$ cat src/rtl/uart_tx.sv
// uart_tx: oversampled UART transmitter, LSB first, optional odd parity bit.
// Bit timing follows the shared tick_16x strobe; the request handshake runs at clk rate.
`timescale 1ns/1ps
module uart_tx #(
  parameter int DATA_BITS  = 8,
  parameter int OVS_FACTOR = 16
) (
  input  logic                 clk,
  input  logic                 reset,
  input  logic                 tick_16x,
  input  logic                 tx_valid,
  input  logic [DATA_BITS-1:0] tx_data,
  input  logic                 parity_enable,
  output logic                 tx_ready,
  output logic                 tx_pin,
  output logic                 tx_done
);
  localparam int OVS_W = (OVS_FACTOR > 1) ? $clog2(OVS_FACTOR) : 1;
  localparam int IDX_W = $clog2(DATA_BITS);
  localparam logic [OVS_W-1:0] OVS_LAST = OVS_W'(OVS_FACTOR - 1);
  localparam logic [IDX_W-1:0] IDX_LAST = IDX_W'(DATA_BITS - 1);

  generate
    if (OVS_FACTOR < 2 || (OVS_FACTOR & (OVS_FACTOR - 1)) != 0) begin : g_bad_ovs
      $fatal(1, "uart_tx: OVS_FACTOR (%0d) must be a power of 2", OVS_FACTOR);
    end
    if (DATA_BITS < 5 || DATA_BITS > 8) begin : g_bad_bits
      $fatal(1, "uart_tx: DATA_BITS (%0d) must be in 5..8", DATA_BITS);
    end
  endgenerate

  typedef enum logic [2:0] {
    IDLE   = 3'd0,
    START  = 3'd1,
    DATA   = 3'd2,
    PARITY = 3'd3,
    STOP   = 3'd4
  } state_t;

  state_t               state_reg;
  logic [OVS_W-1:0]     os_count_reg;
  logic [IDX_W-1:0]     bit_index_reg;
  logic [IDX_W-1:0]     bit_index_next;
  logic [DATA_BITS-1:0] data_reg;
  logic                 parity_en_reg;
  logic                 bit_end;

  // os_count wraps naturally at OVS_FACTOR because the factor is a power of 2
  assign bit_end        = tick_16x && (os_count_reg == OVS_LAST);
  assign bit_index_next = bit_index_reg + IDX_W'(1);

  always_ff @(posedge clk or posedge reset) begin
    if (reset) begin
      state_reg     <= IDLE;
      os_count_reg  <= '0;
      bit_index_reg <= '0;
      data_reg      <= '0;
      parity_en_reg <= 1'b0;
      tx_pin        <= 1'b1;
      tx_ready      <= 1'b1;
      tx_done       <= 1'b0;
    end else begin
      tx_done <= 1'b0;
      if (state_reg != IDLE && tick_16x) begin
        os_count_reg <= os_count_reg + OVS_W'(1);
      end
      case (state_reg)
        IDLE: begin
          tx_pin   <= 1'b1;
          tx_ready <= 1'b1;
          if (tx_valid && tx_ready) begin
            data_reg      <= tx_data;
            parity_en_reg <= parity_enable;
            os_count_reg  <= '0;
            bit_index_reg <= '0;
            state_reg     <= START;
            tx_pin        <= 1'b0;
            tx_ready      <= 1'b0;
          end
        end
        START: begin
          if (bit_end) begin
            state_reg <= DATA;
            tx_pin    <= data_reg[0];
          end
        end
        DATA: begin
          if (bit_end) begin
            if (bit_index_reg == IDX_LAST) begin
              if (parity_en_reg) begin
                state_reg <= PARITY;
                tx_pin    <= ~^data_reg;
              end else begin
                state_reg <= STOP;
                tx_pin    <= 1'b1;
              end
            end else begin
              bit_index_reg <= bit_index_next;
              tx_pin        <= data_reg[bit_index_next];
            end
          end
        end
        PARITY: begin
          if (bit_end) begin
            state_reg <= STOP;
            tx_pin    <= 1'b1;
          end
        end
        STOP: begin
          if (bit_end) begin
            state_reg <= IDLE;
            tx_pin    <= 1'b1;
            tx_ready  <= 1'b1;
            tx_done   <= 1'b1;
          end
        end
        default: begin
          state_reg     <= IDLE;
          os_count_reg  <= '0;
          bit_index_reg <= '0;
          tx_pin        <= 1'b1;
          tx_ready      <= 1'b1;
        end
      endcase
    end
  end

endmodule

$ cat config.mk
export PLATFORM = sky130hd
export DESIGN_NAME = uart_tx
export DESIGN_NICKNAME = d
export VERILOG_FILES = /design/src/rtl/uart_tx.sv
export SDC_FILE = /design/constraint.sdc
export NUM_CORES = 1
export LEC_CHECK = 0
export ABC_CLOCK_PERIOD_IN_PS = 2150
export BUFFER_PORTS_ARGS = -buffer_cell sky130_fd_sc_hd__buf_2
export CORE_ASPECT_RATIO = 0.75
export CORE_MARGIN = 2
export CORE_UTILIZATION = 29
export DETAILED_ROUTE_END_ITERATION = 10
export PLACE_DENSITY = 0.58
export REMOVE_ABC_BUFFERS = 1
export SLEW_MARGIN = 20
export SYNTH_ARGS = -nofsm -noshare
export SYNTH_HDL_FRONTEND = slang
export SYNTH_SLANG_ARGS = --single-unit
$ cat constraint.sdc
create_clock -name clk -period 2.15 [get_ports clk]
set_input_delay 0 -clock clk [delete_from_list [all_inputs] [get_ports clk]]
set_output_delay 0 -clock clk [all_outputs]
set_load 0.03 [all_outputs]
==> results.yml, run 1 <==
sta:
  worst_pin_slew_ns: 0.822
  period_share: 0.835
  finalSetupTns_ns: 0
  fin_skew_ns: 0.00268
  relSlewSlack: 0.451
  finalHoldViolCount: 0
  period_needed_ns: 1.79
  timing.fmax_mhz: 557
  setup_viol: 0
  rsz0062_at_grt: "false"
  drv_slew: 0
floorplan:
  die-area_um2: 5120
  io_pins: 16
  design.core.area_um2: 4410
  die_w_um: 82.0
  rows: 21
  die_y_um: 62.5
  initial_core_util: 0.300
global_routing:
  antenna_found_initial: 0
  grt_pass1_vias: 947
  grt.overflow.total: 0
  grt.total_usage: 0.109
  grt_max_degree: 23
  grt_pass1_wl_mm: 4.42
synth:
  synthFlopType: "dfrtp_1"
  ys_seq_elements: 22
  synthArstFlopShare: 1.00
  avgSynthCellArea_um2: 11.9
  synth_edf_count: 0
  synth_cell_types: 43
  ys_warn_count: 0
  postSynthCellCount: 111
  netlist_area_um2: 1320
  ys_seq_area_frac: 0.418
finish:
  syn2layout_area_growth_pct: 20.8
  final_cell_mix: "dfrtp_1 (20), buf_2 (15), mux2_4 (10), dlygate4sd3_1 (10), nand2_1 (9)"
  n_antenna_cell: 0
  register_area_um2: 553
  fillers: 454
  nets: 154
  layout_commonest_cell: "dfrtp_1"
  drive_above_1_share: 0.321
  multi_input_area_um2: 732
  largest_reg_flops: 8
route:
  post_drt_wl_per_cell_um: 12.4
  drtIter0Drc: 31
  wirelength_mm: 2.40
  drc: 0
  postRouteAntennaNets: 0
  vias_per_cell: 4.73
  drtPass1Iterations: 4
  vias: 917
clock_tree:
  cts_setup_buffers: 0
  path_clk_slew_ns: 0.08
  numCtsBuffers: 3
  cts_resized: 0
  hold_buffers: 10
  cts_tree: "yes"
  worstSkewPairLatency_ns: 0.26
  clockBufferDepth: 2
  htree_num_levels: 1
  cts.sinks: 22
  cts_root_buf: "clkbuf_8"
pwr:
  powerDensity_nw_per_um2: 1340
  ir_drop_v: 0.000604
  leakagePower_nw: 0.704
  total_power_w: 0.00214
worst_setup_path:
  cp.arrival_ns: 1.97
  rr_worst_depth: 5
  slowest_stage: "mux4_2"
  timing.rr.start: "bit_index_reg[0]$_DFFE_PP0P_"
  cp-start-kind: "register"
  cp.required_ns: 2.33
  critPathKind: "reg -> reg"
  cp_cell_sequence: "ha_1 -> mux4_2 -> a2bb2oi_1 -> nand4_1 -> o211ai_1"
  endpoint_kind: "register"
  timing.rr.end: "tx_pin$_DFFE_PP1P_"
  cp-startpoint: "bit_index_reg[0]$_DFFE_PP0P_"
  critPathCapture: "tx_pin$_DFFE_PP1P_"
  crit_fanout: 6
  critPathMaxStageDelay_ns: 0.53
  r2r_setup_slack_ns: 0.36
placement:
  gp_congestion: 0.750
  dp_hpwl_mm: 1.77
  port_buffers: 15
status:
  status: "complete, no violations"
worst_hold_path:
  hp-class: "in -> reg"
flow_run:
  cap_violations: 0
[where the power goes]
part | total, W | leakage [nW] | internal, W | switching [W]
registers | 0.000863 | 0.271 | 0.000605 | 0.000259
logic | 0.000987 | 0.404 | 0.000565 | 0.000422
clock network | 0.000294 | 0.0288 | 0.000163 | 0.000131
total | 0.00214 | 0.704 | 0.00133 | 0.000812
[worst max-delay path: cells and delay by family, from the launching register on]
| kind | cells | cell delay (ns) |
|---|---|---|
| fa+ha+maj | 1 | 0.41 |
| flops | 1 | 0.44 |
| compound gates | 2 | 0.24 |
| mux | 1 | 0.53 |
| simple gates | 1 | 0.10 |
[area by class of cell]
| cell class | count | share of cell area |
|---|---|---|
| inverters | 3 | 0.00705 |
| repair buffers | 25 | 0.110 |
| multi-input cells | 83 | 0.458 |
| flip-flops and latches | 22 | 0.346 |
| well taps | 57 | 0.0446 |
| clock buffers | 4 | 0.0345 |
[worst min-delay path by stage]
stage | from | endpoint | slack (ns) | depth (start not counted)
floorplan | reset | bit_index_reg[0]$_DFFE_PP0P_ | -0.01 | 1
global placement | reset | os_count_reg[1]$_DFF_PP0_ | 0.21 | 2
detailed placement | reset | os_count_reg[3]$_DFF_PP0_ | 0.22 | 2
CTS | tick_16x | os_count_reg[0]$_DFF_PP0_ | 0.14 | 3
global route | tick_16x | os_count_reg[0]$_DFF_PP0_ | 0.16 | 3
finish | tick_16x | os_count_reg[0]$_DFF_PP0_ | 0.16 | 3
[routing by layer]
layer	part of all wire	GRT usage	wire, um
met2	0.46	0.166	1100
met5	0	0	0
met4	0.011	0.0250	27
met3	0.033	0.0275	80
met1	0.50	0.155	1200
[logic make-up (layout without fill, tap and decap cells)]
logic type                 Yosys count  in the layout  share of synthesized area
DFF                                 22             22                      0.418
and+or+nand+nor                     32             32                      0.163
adders and majority gates            3              3                     0.0284
xor gates and xnor gates            11             11                     0.0728
muxes                               17             17                      0.177
buffers and inverters                6             32                     0.0284
AOI/OAI and AO/OA                   20             20                      0.113
[synth_stat cells, drive strengths merged, types with 2 or more instances]
cell type,number,share of area
o21ai,8,0.033
nor2,2,0.011
ha,3,0.028
mux2i,5,0.038
dfrtp,20,0.38
mux2,11,0.12
nor2b,4,0.021
buf,3,0.020
o211ai,2,0.011
inv,3,0.0085
nand4,3,0.019
nand2,10,0.030
xnor2,7,0.046
nand2b,2,0.0095
xor2,4,0.026
nand3,6,0.036
dfstp,2,0.040
[stage by stage]
stage / hold WS, ns / utilization / cells / instance area [um^2] / worst slack, ns
final: 0.156 / 0.362 / 194 / 1600 / 0.356
after global routing: 0.161 / 0.362 / 194 / 1600 / 0.279
after CTS: 0.141 / 0.362 / 194 / 1600 / 0.345
after detailed placement: 0.217 / 0.327 / 180 / 1440 / 0.377
after global placement: 0.207 / 0.327 / 180 / 1440 / 0.451
after floorplan: -0.0123 / - / 108 / 1300 / 0.494
Note: power is estimated with default switching activity, not from simulation.
==> run 2: changes to the inputs <==
Settings changed: ABC_AREA set to 1, ABC_CLOCK_PERIOD_IN_PS 2150 to 1800, PLACE_DENSITY 0.58 to 0.57.
Clock period 2.15 ns to 1.8 ns, I/O delays scaled along.
==> results.yml, run 2 <==
status:
  status: "complete, no violations"
clock_tree:
  numCtsBuffers: 3
  worstSkewPairLatency_ns: 0.27
  cts_setup_buffers: 0
  cts.sinks: 22
  clockBufferDepth: 2
  cts_tree: "yes"
  path_clk_slew_ns: 0.08
  htree_num_levels: 1
  cts_root_buf: "clkbuf_8"
  cts_resized: 0
route:
  met1_length_mm: 1.58
  wirelength_mm: 2.89
  post_drt_wl_per_cell_um: 10.3
  wl_met2_mm: 1.15
  drc: 0
  postRouteAntennaNets: 0
  route.met3.wl_um: 135
  drtPass1Iterations: 4
  vias_per_cell: 4.42
  dr.max_layer_used: "met4"
  vias: 1246
  drtIter0Drc: 48
synth:
  netlist_area_um2: 1360
  synth_edf_count: 0
  avgSynthCellArea_um2: 6.89
  synth_top_area_cell: "dfrtp_1"
  yosys.area.top_type_share: 0.367
  ys_warn_count: 0
  ys_seq_elements: 22
  postSynthCellCount: 198
  ys_seq_area_frac: 0.406
  yosysMostFrequentCell: "nand2_1"
  synth_cell_types: 25
  synth.area.top_cells: "dfrtp_1 (37%), nand2_1 (17%), inv_1 (6.6%)"
  synthFlopType: "dfrtp_1"
  synthArstFlopShare: 1.00
  synth_commonest_cells: "nand2_1 (63), inv_1 (24), nor2_1 (23), dfrtp_1 (20), o21ai_0 (13)"
global_routing:
  grt.overflow.total: 0
  grt_pass1_vias: 1119
  antenna_found_initial: 0
  grt.total_usage: 0.118
  grt_pass1_wl_mm: 5.05
  grt_max_degree: 23
sta:
  fin_ws_ns: 0.269
  finalHoldViolCount: 0
  relSlewSlack: 0.705
  worst_hold_slack_ns: 0.0830
  setup_viol: 0
  fin_skew_ns: 0.00522
  drv_slew: 0
  period_needed_ns: 1.53
  rsz0062_at_grt: "false"
  period_share: 0.850
  worst_pin_slew_ns: 0.441
  timing.fmax_mhz: 653
  finalSetupTns_ns: 0
worst_hold_path:
  holdPathEnd: "os_count_reg[1]$_DFF_PP0_"
  holdPathStages: 4
  min-delay-start: "tick_16x"
  hp-class: "in -> reg"
finish:
  drive_above_1_share: 0.182
  nets: 243
  utilization: 0.366
  register_area_um2: 553
  n_antenna_cell: 0
  final_cells: 282
  fillers: 465
  multi_input_area_um2: 679
  final_cell_mix: "nand2_1 (63), inv_1 (24), nor2_1 (23)"
  largest_reg_flops: 8
  syn2layout_area_growth_pct: 20.6
  layout_commonest_cell: "nand2_1"
placement:
  dp_cells: 269
  dp_slack_ns: 0.254
  port_buffers: 15
  dp_hpwl_mm: 2.20
  gp_congestion: 0.868
worst_setup_path:
  r2r_setup_slack_ns: 0.27
  timing.rr.start: "bit_index_reg[0]$_DFFE_PP0P_"
  timing.rr.end: "tx_pin$_DFFE_PP1P_"
  crit_fanout: 9
  endpoint_kind: "register"
  cp.required_ns: 2.01
  cp-start-kind: "register"
  rr_worst_depth: 8
  critPathKind: "reg -> reg"
  cp.arrival_ns: 1.74
pwr:
  powerDensity_nw_per_um2: 1600
  ir_drop_v: 0.000666
  leakagePower_nw: 0.858
floorplan:
  die_w_um: 83.2
  die-area_um2: 5270
  rows: 21
  initial_core_util: 0.304
  die_y_um: 63.4
  design.core.area_um2: 4490
  io_pins: 16
flow_run:
  cap_violations: 0
## run 2: critical path: stages (launching register included)
cell and delay (ns):
dfrtp_1 0.47, ha_1 0.36, inv_1 0.10, o21ai_0 0.09, a21oi_1 0.12, nor2_1 0.06, nor2_1 0.10, nor2_1 0.06
a21oi_2 0.12
## run 2: repair_timing
item	in CTS	in global routing
hold endpoints to repair	29	0
hold buffers	10	0
endpoints found under the setup margin	0	0
## run 2: per-layer routing
layer,vias to the layer above,track usage
met1,544,0.178
met4,0,0.0307
li1,673,-
met2,24,0.168
met3,5,0.0275
met5,-,0
## run 2: cells by family after synthesis
logic type               synth area share
XOR/XNOR                           0.0128
flip-flops                          0.406
buffers and inverters              0.0963
AO/OA/AOI/OAI                       0.107
AND/OR/NAND/NOR                     0.350
adder cells (fa/ha/maj)            0.0275
## run 2: through the flow
| stage | power, W | cell area [um^2] |
|---|---|---|
| 2_1_floorplan | 0.00201 | 1350 |
| 3_3_place_gp | 0.00232 | 1500 |
| 3_5_place_dp | 0.00233 | 1500 |
| 4_1_cts | 0.00267 | 1640 |
| 5_1_grt | 0.00292 | 1640 |
| 6_report | 0.00264 | 1640 |
## run 2: area by class of cell
cell class,count,share of cell area
clock buffer,3,0.0251
inverter,31,0.0708
multi-input combinational,143,0.413
sequential,22,0.336
tap,57,0.0434
timing repair buffer,26,0.111
## run 2: power breakdown
part | internal, W | total [W] | switching, W
Combinational | 0.000515 | 0.00140 | 0.000886
Sequential | 0.000710 | 0.000926 | 0.000215
Clock | 0.000150 | 0.000309 | 0.000160
## run 2: how the worst max path moves through the flow
stage / from / to / slack [ns] / cells after the start
after CTS: bit_index_reg[0]$_DFFE_PP0P_ / tx_pin$_DFFE_PP1P_ / 0.25 / 8
after global placement: bit_index_reg[0]$_DFFE_PP0P_ / tx_pin$_DFFE_PP1P_ / 0.28 / 8
final: bit_index_reg[0]$_DFFE_PP0P_ / tx_pin$_DFFE_PP1P_ / 0.27 / 8
after global routing: os_count_reg[0]$_DFF_PP0_ / state_reg[1]$_DFFE_PP0P_ / 0.11 / 8
after floorplan: tx_ready$_DFFE_PP1P_ / state_reg[0]$_DFFE_PP0P_ / 0.36 / 7
after detailed placement: bit_index_reg[0]$_DFFE_PP0P_ / tx_pin$_DFFE_PP1P_ / 0.25 / 8
